## src/rtl/pwm_pkg.sv

```systemverilog
// Shared definitions for the PWM compare stage.
//   pwm_state_e    : compare-stage operating state (IDLE, ARM, RUN)
//   PWM_N_DEFAULT  : default counter width
//   pwm_period/max : period length (2**n) and largest counter value (2**n-1)
package pwm_pkg;

    typedef enum logic [1:0] {
        IDLE = 2'd0,
        ARM  = 2'd1,
        RUN  = 2'd2
    } pwm_state_e;

    localparam int unsigned PWM_N_DEFAULT = 32'd5;

    function automatic int unsigned pwm_period(input int unsigned n);
        return 32'd1 << n;
    endfunction

    function automatic int unsigned pwm_max(input int unsigned n);
        return (32'd1 << n) - 32'd1;
    endfunction

endpackage

```

## src/rtl/pwm_wrap_detect.sv

```systemverilog
// Wrap / discontinuity detector for the upstream free-running counter.
// Keeps the previous counter sample and classifies the current one.
//   clk, rst       : clock, asynchronous active-high reset
//   cnt            : counter value from upstream
//   wrap           : previous sample was MAX and current is 0
//   discontinuity  : current value is neither prev+1 (mod 2**N) nor a wrap
module pwm_wrap_detect
    import pwm_pkg::*;
#(
    parameter int unsigned N = PWM_N_DEFAULT
) (
    input  logic         clk,
    input  logic         rst,
    input  logic [N-1:0] cnt,
    output logic         wrap,
    output logic         discontinuity
);

    localparam logic [N-1:0] CNT_MAX  = N'(pwm_max(N));
    localparam logic [N-1:0] CNT_ZERO = {N{1'b0}};
    localparam logic [N-1:0] CNT_ONE  = {{(N-1){1'b0}}, 1'b1};

    logic [N-1:0] prev_cnt_r;
    logic         wrap_s;
    logic         step_s;

    // Previous counter sample, refreshed every clock in every state.
    always_ff @(posedge clk or posedge rst) begin
        if (rst) begin
            prev_cnt_r <= CNT_ZERO;
        end else begin
            prev_cnt_r <= cnt;
        end
    end

    // Classify the current sample; the N-bit add wraps naturally mod 2**N.
    always_comb begin
        wrap_s = (prev_cnt_r == CNT_MAX) && (cnt == CNT_ZERO);
        step_s = (cnt == (prev_cnt_r + CNT_ONE)) || wrap_s;
    end

    assign wrap          = wrap_s;
    assign discontinuity = ~step_s;

endmodule

```

## src/rtl/pwm_compare_stage.sv

```systemverilog
// PWM compare stage: compares the upstream counter with a double-buffered
// duty register and produces a registered PWM output, period/match pulses
// and a sticky period interrupt. Duty updates are accepted over valid/ready
// into a one-entry pending buffer and become active only at a counter wrap.
//   clk, rst      : clock, asynchronous active-high reset
//   cnt           : counter value (N bits), one step per clock
//   en            : run enable, 0 forces IDLE
//   duty_data     : requested duty in clocks (N+1 bits, saturates at 2**N)
//   duty_valid    : duty_data valid
//   duty_ready    : pending buffer empty
//   pwm_out       : registered PWM output, active level POL
//   period_pulse  : one-clock pulse per wrap while ARM/RUN
//   match_pulse   : one-clock pulse when cnt reaches the active duty in RUN
//   irq           : sticky period interrupt
//   irq_clr       : clears irq (a simultaneous set wins)
module pwm_compare_stage
    import pwm_pkg::*;
#(
    parameter int unsigned N   = PWM_N_DEFAULT,
    parameter bit          POL = 1'b1
) (
    input  logic         clk,
    input  logic         rst,
    input  logic [N-1:0] cnt,
    input  logic         en,
    input  logic [N:0]   duty_data,
    input  logic         duty_valid,
    output logic         duty_ready,
    output logic         pwm_out,
    output logic         period_pulse,
    output logic         match_pulse,
    output logic         irq,
    input  logic         irq_clr
);

    localparam logic [N:0] PERIOD    = (N+1)'(pwm_period(N));
    localparam logic [N:0] DUTY_ZERO = {(N+1){1'b0}};
    localparam logic       ACT       = POL;
    localparam logic       INACT     = ~POL;

    // Clamp a requested duty to the full period.
    function automatic logic [N:0] sat_duty(input logic [N:0] d);
        if (d > PERIOD) begin
            return PERIOD;
        end else begin
            return d;
        end
    endfunction

    pwm_state_e  state_r;
    pwm_state_e  state_next_s;
    logic [N:0]  duty_active_r;
    logic [N:0]  pending_r;
    logic        duty_ready_r;
    logic        pwm_r;
    logic        period_pulse_r;
    logic        match_pulse_r;
    logic        irq_r;

    logic        wrap_s;
    logic        disc_s;
    logic [N:0]  cnt_ext_s;
    logic        armed_s;
    logic        load_s;
    logic        accept_s;
    logic [N:0]  duty_eff_s;
    logic        pwm_next_s;
    logic        period_next_s;
    logic        match_next_s;
    logic        irq_next_s;
    logic        ready_next_s;

    pwm_wrap_detect #(.N(N)) u_wrap_detect (
        .clk           (clk),
        .rst           (rst),
        .cnt           (cnt),
        .wrap          (wrap_s),
        .discontinuity (disc_s)
    );

    // State register.
    always_ff @(posedge clk or posedge rst) begin
        if (rst) begin
            state_r <= IDLE;
        end else begin
            state_r <= state_next_s;
        end
    end

    // Next-state logic; dropping en overrides wrap and discontinuity.
    always_comb begin
        state_next_s = state_r;
        if (!en) begin
            state_next_s = IDLE;
        end else begin
            case (state_r)
                IDLE: state_next_s = ARM;
                ARM: begin
                    if (wrap_s) begin
                        state_next_s = RUN;
                    end else begin
                        state_next_s = ARM;
                    end
                end
                RUN: begin
                    if (disc_s) begin
                        state_next_s = ARM;
                    end else begin
                        state_next_s = RUN;
                    end
                end
                default: state_next_s = IDLE;
            endcase
        end
    end

    // Duty buffer control. On a reloading wrap the new duty already governs
    // cnt == 0, so each period uses a single duty value from its first clock.
    always_comb begin
        cnt_ext_s  = {1'b0, cnt};
        armed_s    = (state_r == ARM) || (state_r == RUN);
        load_s     = wrap_s && en && armed_s && !duty_ready_r;
        accept_s   = duty_valid && duty_ready_r;
        if (load_s) begin
            duty_eff_s = pending_r;
        end else begin
            duty_eff_s = duty_active_r;
        end
        if (load_s) begin
            ready_next_s = 1'b1;
        end else if (accept_s) begin
            ready_next_s = 1'b0;
        end else begin
            ready_next_s = duty_ready_r;
        end
    end

    // Next values of the registered outputs. Duty 0 and full-period duty
    // have no falling edge, so they never raise match_pulse.
    always_comb begin
        if ((state_r == RUN) && en && !disc_s) begin
            if (cnt_ext_s < duty_eff_s) begin
                pwm_next_s = ACT;
            end else begin
                pwm_next_s = INACT;
            end
        end else begin
            pwm_next_s = INACT;
        end
        period_next_s = wrap_s && armed_s;
        match_next_s  = (state_r == RUN) && (duty_eff_s != DUTY_ZERO) &&
                        (duty_eff_s < PERIOD) && (cnt_ext_s == duty_eff_s);
        if (period_pulse_r) begin
            irq_next_s = 1'b1;
        end else if (irq_clr) begin
            irq_next_s = 1'b0;
        end else begin
            irq_next_s = irq_r;
        end
    end

    // Datapath and output registers.
    always_ff @(posedge clk or posedge rst) begin
        if (rst) begin
            duty_active_r  <= DUTY_ZERO;
            pending_r      <= DUTY_ZERO;
            duty_ready_r   <= 1'b1;
            pwm_r          <= INACT;
            period_pulse_r <= 1'b0;
            match_pulse_r  <= 1'b0;
            irq_r          <= 1'b0;
        end else begin
            if (load_s) begin
                duty_active_r <= pending_r;
            end
            if (accept_s) begin
                pending_r <= sat_duty(duty_data);
            end
            duty_ready_r   <= ready_next_s;
            pwm_r          <= pwm_next_s;
            period_pulse_r <= period_next_s;
            match_pulse_r  <= match_next_s;
            irq_r          <= irq_next_s;
        end
    end

    assign duty_ready   = duty_ready_r;
    assign pwm_out      = pwm_r;
    assign period_pulse = period_pulse_r;
    assign match_pulse  = match_pulse_r;
    assign irq          = irq_r;

endmodule
```

## config.mk

```make
export PLATFORM = sky130hd
export DESIGN_NAME = pwm_compare_stage
export DESIGN_NICKNAME = d
export VERILOG_FILES = /design/src/rtl/pwm_pkg.sv /design/src/rtl/pwm_wrap_detect.sv /design/src/rtl/pwm_compare_stage.sv
export SDC_FILE = /design/constraint.sdc
export NUM_CORES = 1
export LEC_CHECK = 0
export CORE_MARGIN = 8
export CORE_UTILIZATION = 51
export DETAILED_ROUTE_END_ITERATION = 10
export PLACE_DENSITY = 0.79
export SLEW_MARGIN = 0
export SYNTH_ARGS = -nofsm -noshare
export SYNTH_HDL_FRONTEND = slang
export SYNTH_SLANG_ARGS = --single-unit
```

## constraint.sdc

```tcl
create_clock -name clk -period 3.6 [get_ports clk]
set_input_delay 0.54 -clock clk [delete_from_list [all_inputs] [get_ports clk]]
set_output_delay 0.54 -clock clk [all_outputs]
set_load 0.1 [all_outputs]
```

# Word level (Yosys, flattened, before mapping)
# Index checks and enable logic that the tools add are counted.
[op_classes]
add_sub_neg = 1
order_cmp = 3
n_eq_ne = 5
muxes = 12
reduce_logical = 19
[op_table]
columns = ["cell", "count"]
rows = [
  ["$mux 6", 2],
  ["$logic_and 1x1->1", 11],
  ["$eq 5x6->1", 1],
  ["$gt 6x6->1 const B", 1],
  ["$lt 5x6->1", 1],
  ["$lt 6x6->1 const B", 1],
  ["$mux 1", 6],
  ["$mux 2", 3],
  ["$pmux 2 s3", 1],
  ["$reduce_bool 6->1", 1],
  ["$add 5x1->5 const B", 1],
  ["$eq 5x5->1", 1],
  ["$eq 5x5->1 const B", 1],
  ["$logic_not 5->1", 1],
  ["$reduce_bool 2->1", 2],
  ["$eq 2x1->1 const B", 1],
  ["$eq 2x2->1 const B", 1],
  ["$logic_not 2->1", 1],
  ["$logic_or 1x1->1", 2],
  ["$logic_not 1->1", 1],
]
[totals]
regBits = 24
inputBits = 16
output_inout_bits = 5
elab_cells = 49

# Depth between registers and ports, before layout
[logic_depth]
ltp_word = 10
mapped_depth = 12
mapped_depth_nobuf = 11

# By module
# A second synthesis with hierarchy kept.
[hier_totals]
hier_cells = 108
hier_area_um2 = 1214.9
[by_module_without_submodules]
columns = ["mod", "n_inst", "cells_each", "area_per_inst_um2", "seq_area_each_um2"]
rows = [
  ["pwm_compare_stage", 1, 87, 957.2, 476.7],
  ["pwm_wrap_detect", 1, 21, 257.7, 125.1],
]

# Worst setup path before layout
# No wires, ideal clock.
[synth_path]
path_type = "flip-flop to flip-flop"
from = "register u_wrap_detect.prev_cnt_r[0]"
to = "register pwm_r (netlist: pwm_out)"
setup_time_ps = 94
arrival_ps = 2938
t_required_ps = 3506
setup_slack_ps = 568
path_stages_with_launch = 12
path_buffers = 1
period_less_slack_ps = 3032
cell_sequence = "dfrtp_1 ha_1 and3_1 ha_1 or4b_4 or4_4 buf_6 mux2i_1 ha_1 nand3_1 o21ai_0 a211oi_1"
[synth_via]
elab_chain_cells = 9
elab_cells_between_ends = 13
cone_classes = "add/sub (1); order compare (1); eq/ne (2); mux (3); reduce/logical (6)"
[synth_rtl]
columns = ["element", "line", "text"]
rows = [
  ["from (decl)", "pwm_wrap_detect.sv:23", "logic [N-1:0] prev_cnt_r;"],
  ["from (signal assigned)", "pwm_wrap_detect.sv:32", "prev_cnt_r <= cnt;"],
  ["$eq 5x5->1", "pwm_wrap_detect.sv:38", "wrap_s = (prev_cnt_r == CNT_MAX) && (cnt == CNT_ZERO);"],
  ["$logic_and 1x1->1", "pwm_wrap_detect.sv:38", ""],
  ["$logic_and 1x1->1 (3 in series)", "pwm_compare_stage.sv:122", "load_s = wrap_s && en && armed_s && !duty_ready_r;"],
  ["$mux 6", "-", ""],
  ["$lt 5x6->1", "pwm_compare_stage.sv:142", "if (cnt_ext_s < duty_eff_s) begin"],
  ["$mux 1", "pwm_compare_stage.sv:142", ""],
  ["$mux 1 (*)", "pwm_compare_stage.sv:141", "if ((state_r == RUN) && en && !disc_s) begin"],
  ["named net pwm_next_s", "pwm_compare_stage.sv:67", "logic pwm_next_s;"],
  ["to (signal assigned)", "pwm_compare_stage.sv:180", "pwm_r <= pwm_next_s;"],
  ["to (decl)", "pwm_compare_stage.sv:55", "logic pwm_r;"],
]
# Mark *: on every way through the listed nets, which the timed path passes. The rest lies on a longest branch.
# A chain may end at the register's enable or synchronous reset.

# Worst setup path in the final report
# Ends and elaborated chain as after synthesis.

==> impl_metrics.py <==
metrics = {
    "floorplanning": {
        "die_h_um": 65.5,
        "fp.dieArea_um2": 4290,
        "initial_core_util_pct": 52.3,
        "coreArea_um2": 2390,
        "boundaryPins": 21,
        "rows": 18,
        "die_w_um": 65.5,
    },
    "synth": {
        "netlist_area_um2": 1250,
        "synth_top_cell_area_share_pct": 46.1,
        "ys_ff_latch": 24,
        "synthCells": 111,
        "avgSynthCellArea_um2": 11.2,
        "synth.distinct_cells": 30,
        "syn_nets": 138,
        "ys_seq_area_share_pct": 48.2,
        "synthTopCellsByArea": "dfrtp_1, ha_1, inv_1, mux2i_1, nand2b_1",
        "yosysTopAreaCell": "dfrtp_1",
        "yosys_warnings": 0,
    },
    "clock_tree": {
        "cts_buffer_depth": 2,
        "path_clk_slew_ns": 0.12,
        "postCtsSetupRepairBufs": 0,
        "cts-root-buf": "clkbuf_4",
        "clkSinkCount": 24,
        "cts_tree": "built",
        "cts_resized": 0,
        "clock_latency_ns": 0.32,
        "holdBufCountCts": 0,
        "cts_made_buffers": 3,
        "cts.htree.levels": 1,
    },
    "power_and_ir_drop": {
        "p_leak_nw": 0.735,
        "power_density_nw_per_um2": 310,
        "ir_drop_mv": 0.242,
    },
    "layout": {
        "seqCellArea_um2": 602,
        "diodes": 0,
        "post-route-util_pct": 62.7,
        "final_layout_size_suffix_gt1_share_pct": 8.27,
        "fill_cells": 201,
        "nets": 161,
        "final_cells": 163,
        "layout_common_cells": "dfrtp_1, clkdlybuf4s50_1, inv_1",
        "multi_input_area_um2": 576,
        "final_common_cell": "dfrtp_1",
        "area_delta_synth_final_pct": 19.9,
    },
    "timing": {
        "post-route-min-period_ns": 3.23,
        "setup_viol_count_final": 0,
        "drv_slew": 0,
        "max_slew.worst_pin.slew_ns": 0.974,
        "fin_tns_setup_ns": 0,
        "hold_viol": 0,
        "finalClockSkew_ns": 0.00954,
        "fin_crit_sh_pct": 89.8,
        "fmax_mhz": 309,
        "rsz0062_at_grt": "false",
        "maxSlewHeadroom_pct": 34.8,
    },
    "critical_path": {
        "cp.arrival_ns": 3.46,
        "cp_max_fo": 8,
        "start_kind": "register",
        "critPathKind": "reg -> reg",
        "end_kind": "register",
        "cp_data_required_time_ns": 3.83,
    },
    "placement": {
        "dp_hpwl_mm": 1.90,
        "portBuffers": 20,
        "dp.cells": 159,
        "gp_congestion": 0.821,
    },
    "global_routing": {
        "grt_pass1_wl_mm": 4.17,
        "antenna_found_initial": 0,
        "grt_pass1_vias": 942,
        "grtUsageTotal_pct": 12.5,
        "overflow": 0,
        "grt_max_degree": 25,
    },
    "drt": {
        "vias_per_cell": 5.21,
        "drc": 0,
        "drtAntennaViolNets": 0,
        "wire_per_inst_um": 14.3,
        "drtIter0Drc": 29,
        "vias": 849,
        "first_pass_iters": 4,
        "wl_mm": 2.33,
    },
    "run_status": {
        "outcome": "finished, final reports clean",
    },
    "worst_hold_path": {
        "hp-class": "reg -> reg",
    },
    "flow_run": {
        "cap_viol_max_count": 0,
    },
}
synth_stat cells, drive strengths merged:
master / count
o21ai: 7
or4b: 1
ha: 11
nor2: 1
xor3: 1
xnor2: 3
dfstp: 1
a21oi: 4
nand3: 3
mux2i: 4
nor2b: 1
a21o: 2
inv: 15
a211oi: 2
or2: 1
nor3: 2
nor4: 3
dfrtp: 23
nand2b: 6
or4: 1
xor2: 2
nand2: 8
o311a: 1
clkbuf: 1
mux2: 4
and3: 1
buf: 1
a2111oi: 1
state kept, by name, summed over array words and instances, names as in the netlist:
register                  cells
u_wrap_detect.prev_cnt_r      5
pending_r                     6
period_pulse                  1
irq                           1
pwm_out                       1
duty_active_r                 6
state_r                       2
match_pulse                   1
duty_ready                    1
worst paths after layout:
kind,slack (ns),from,cells after the start,endpoint
worst max-delay path,0.37,u_wrap_detect.prev_cnt_r[0],10,pwm_out
worst min-delay path,0.47,period_pulse,1,irq
worst max register to register,0.37,u_wrap_detect.prev_cnt_r[0],10,pwm_out
worst min register to register,0.47,period_pulse,1,irq
max in group asynchronous,2.36,rst,2,pwm_out
min in group asynchronous,0.69,rst,2,pending_r[0]
metal layers:
metal | track usage (%) | up-vias | part of all wire (%)
met4 | 8.17 | 0 | 3.0
met5 | 0 | - | 0
met2 | 20.8 | 24 | 48
met3 | 3.23 | 7 | 4.8
met1 | 13.9 | 397 | 44
li1 | - | 421 | -
metrics by stage:
stage | hold slack [ns] | cell area (µm²) | worst slack, ns | power [mW]
global placement | 0.436 | 1470 | 0.208 | 0.346
detailed placement | 0.444 | 1470 | 0.142 | 0.350
finish | 0.467 | 1500 | 0.366 | 0.464
floorplan | 0.449 | 1250 | 0.568 | 0.320
CTS | 0.472 | 1500 | 0.368 | 0.472
global route | 0.501 | 1500 | 0.155 | 0.493
final cells by class:
type	count	area share (%)
timing repair buffer	20	13.4
sequential	24	40.2
tap	30	2.51
inverter	15	3.76
multi-input combinational	70	38.4
clock buffer	4	1.75
kinds of logic after synthesis:
logic type,share of synthesized area (%)
AND/OR/NAND/NOR,12.7
flip-flops,48.2
AO/OA/AOI/OAI,9.82
buffers and inverters,5.71
adder cells (fa/ha/maj),11.0
multiplexers,7.11
XOR/XNOR,5.41
power by group:
part | switching, mW | internal (mW) | total [mW]
registers | 0.00610 | 0.278 | 0.284
clock network | 0.0770 | 0.0434 | 0.120
logic | 0.0272 | 0.0330 | 0.0601
worst max-delay path, cell delays in order, from the launching register on:
cell	delay, ns
dfrtp_1	0.41
ha_1	0.22
and3_1	0.17
ha_1	0.13
or4b_4	0.47
or4_4	0.58
mux2i_1	0.36
ha_1	0.33
nand3_1	0.15
o21ai_0	0.11
a211oi_1	0.23
No activity file was read; power rests on OpenSTA's default activity.
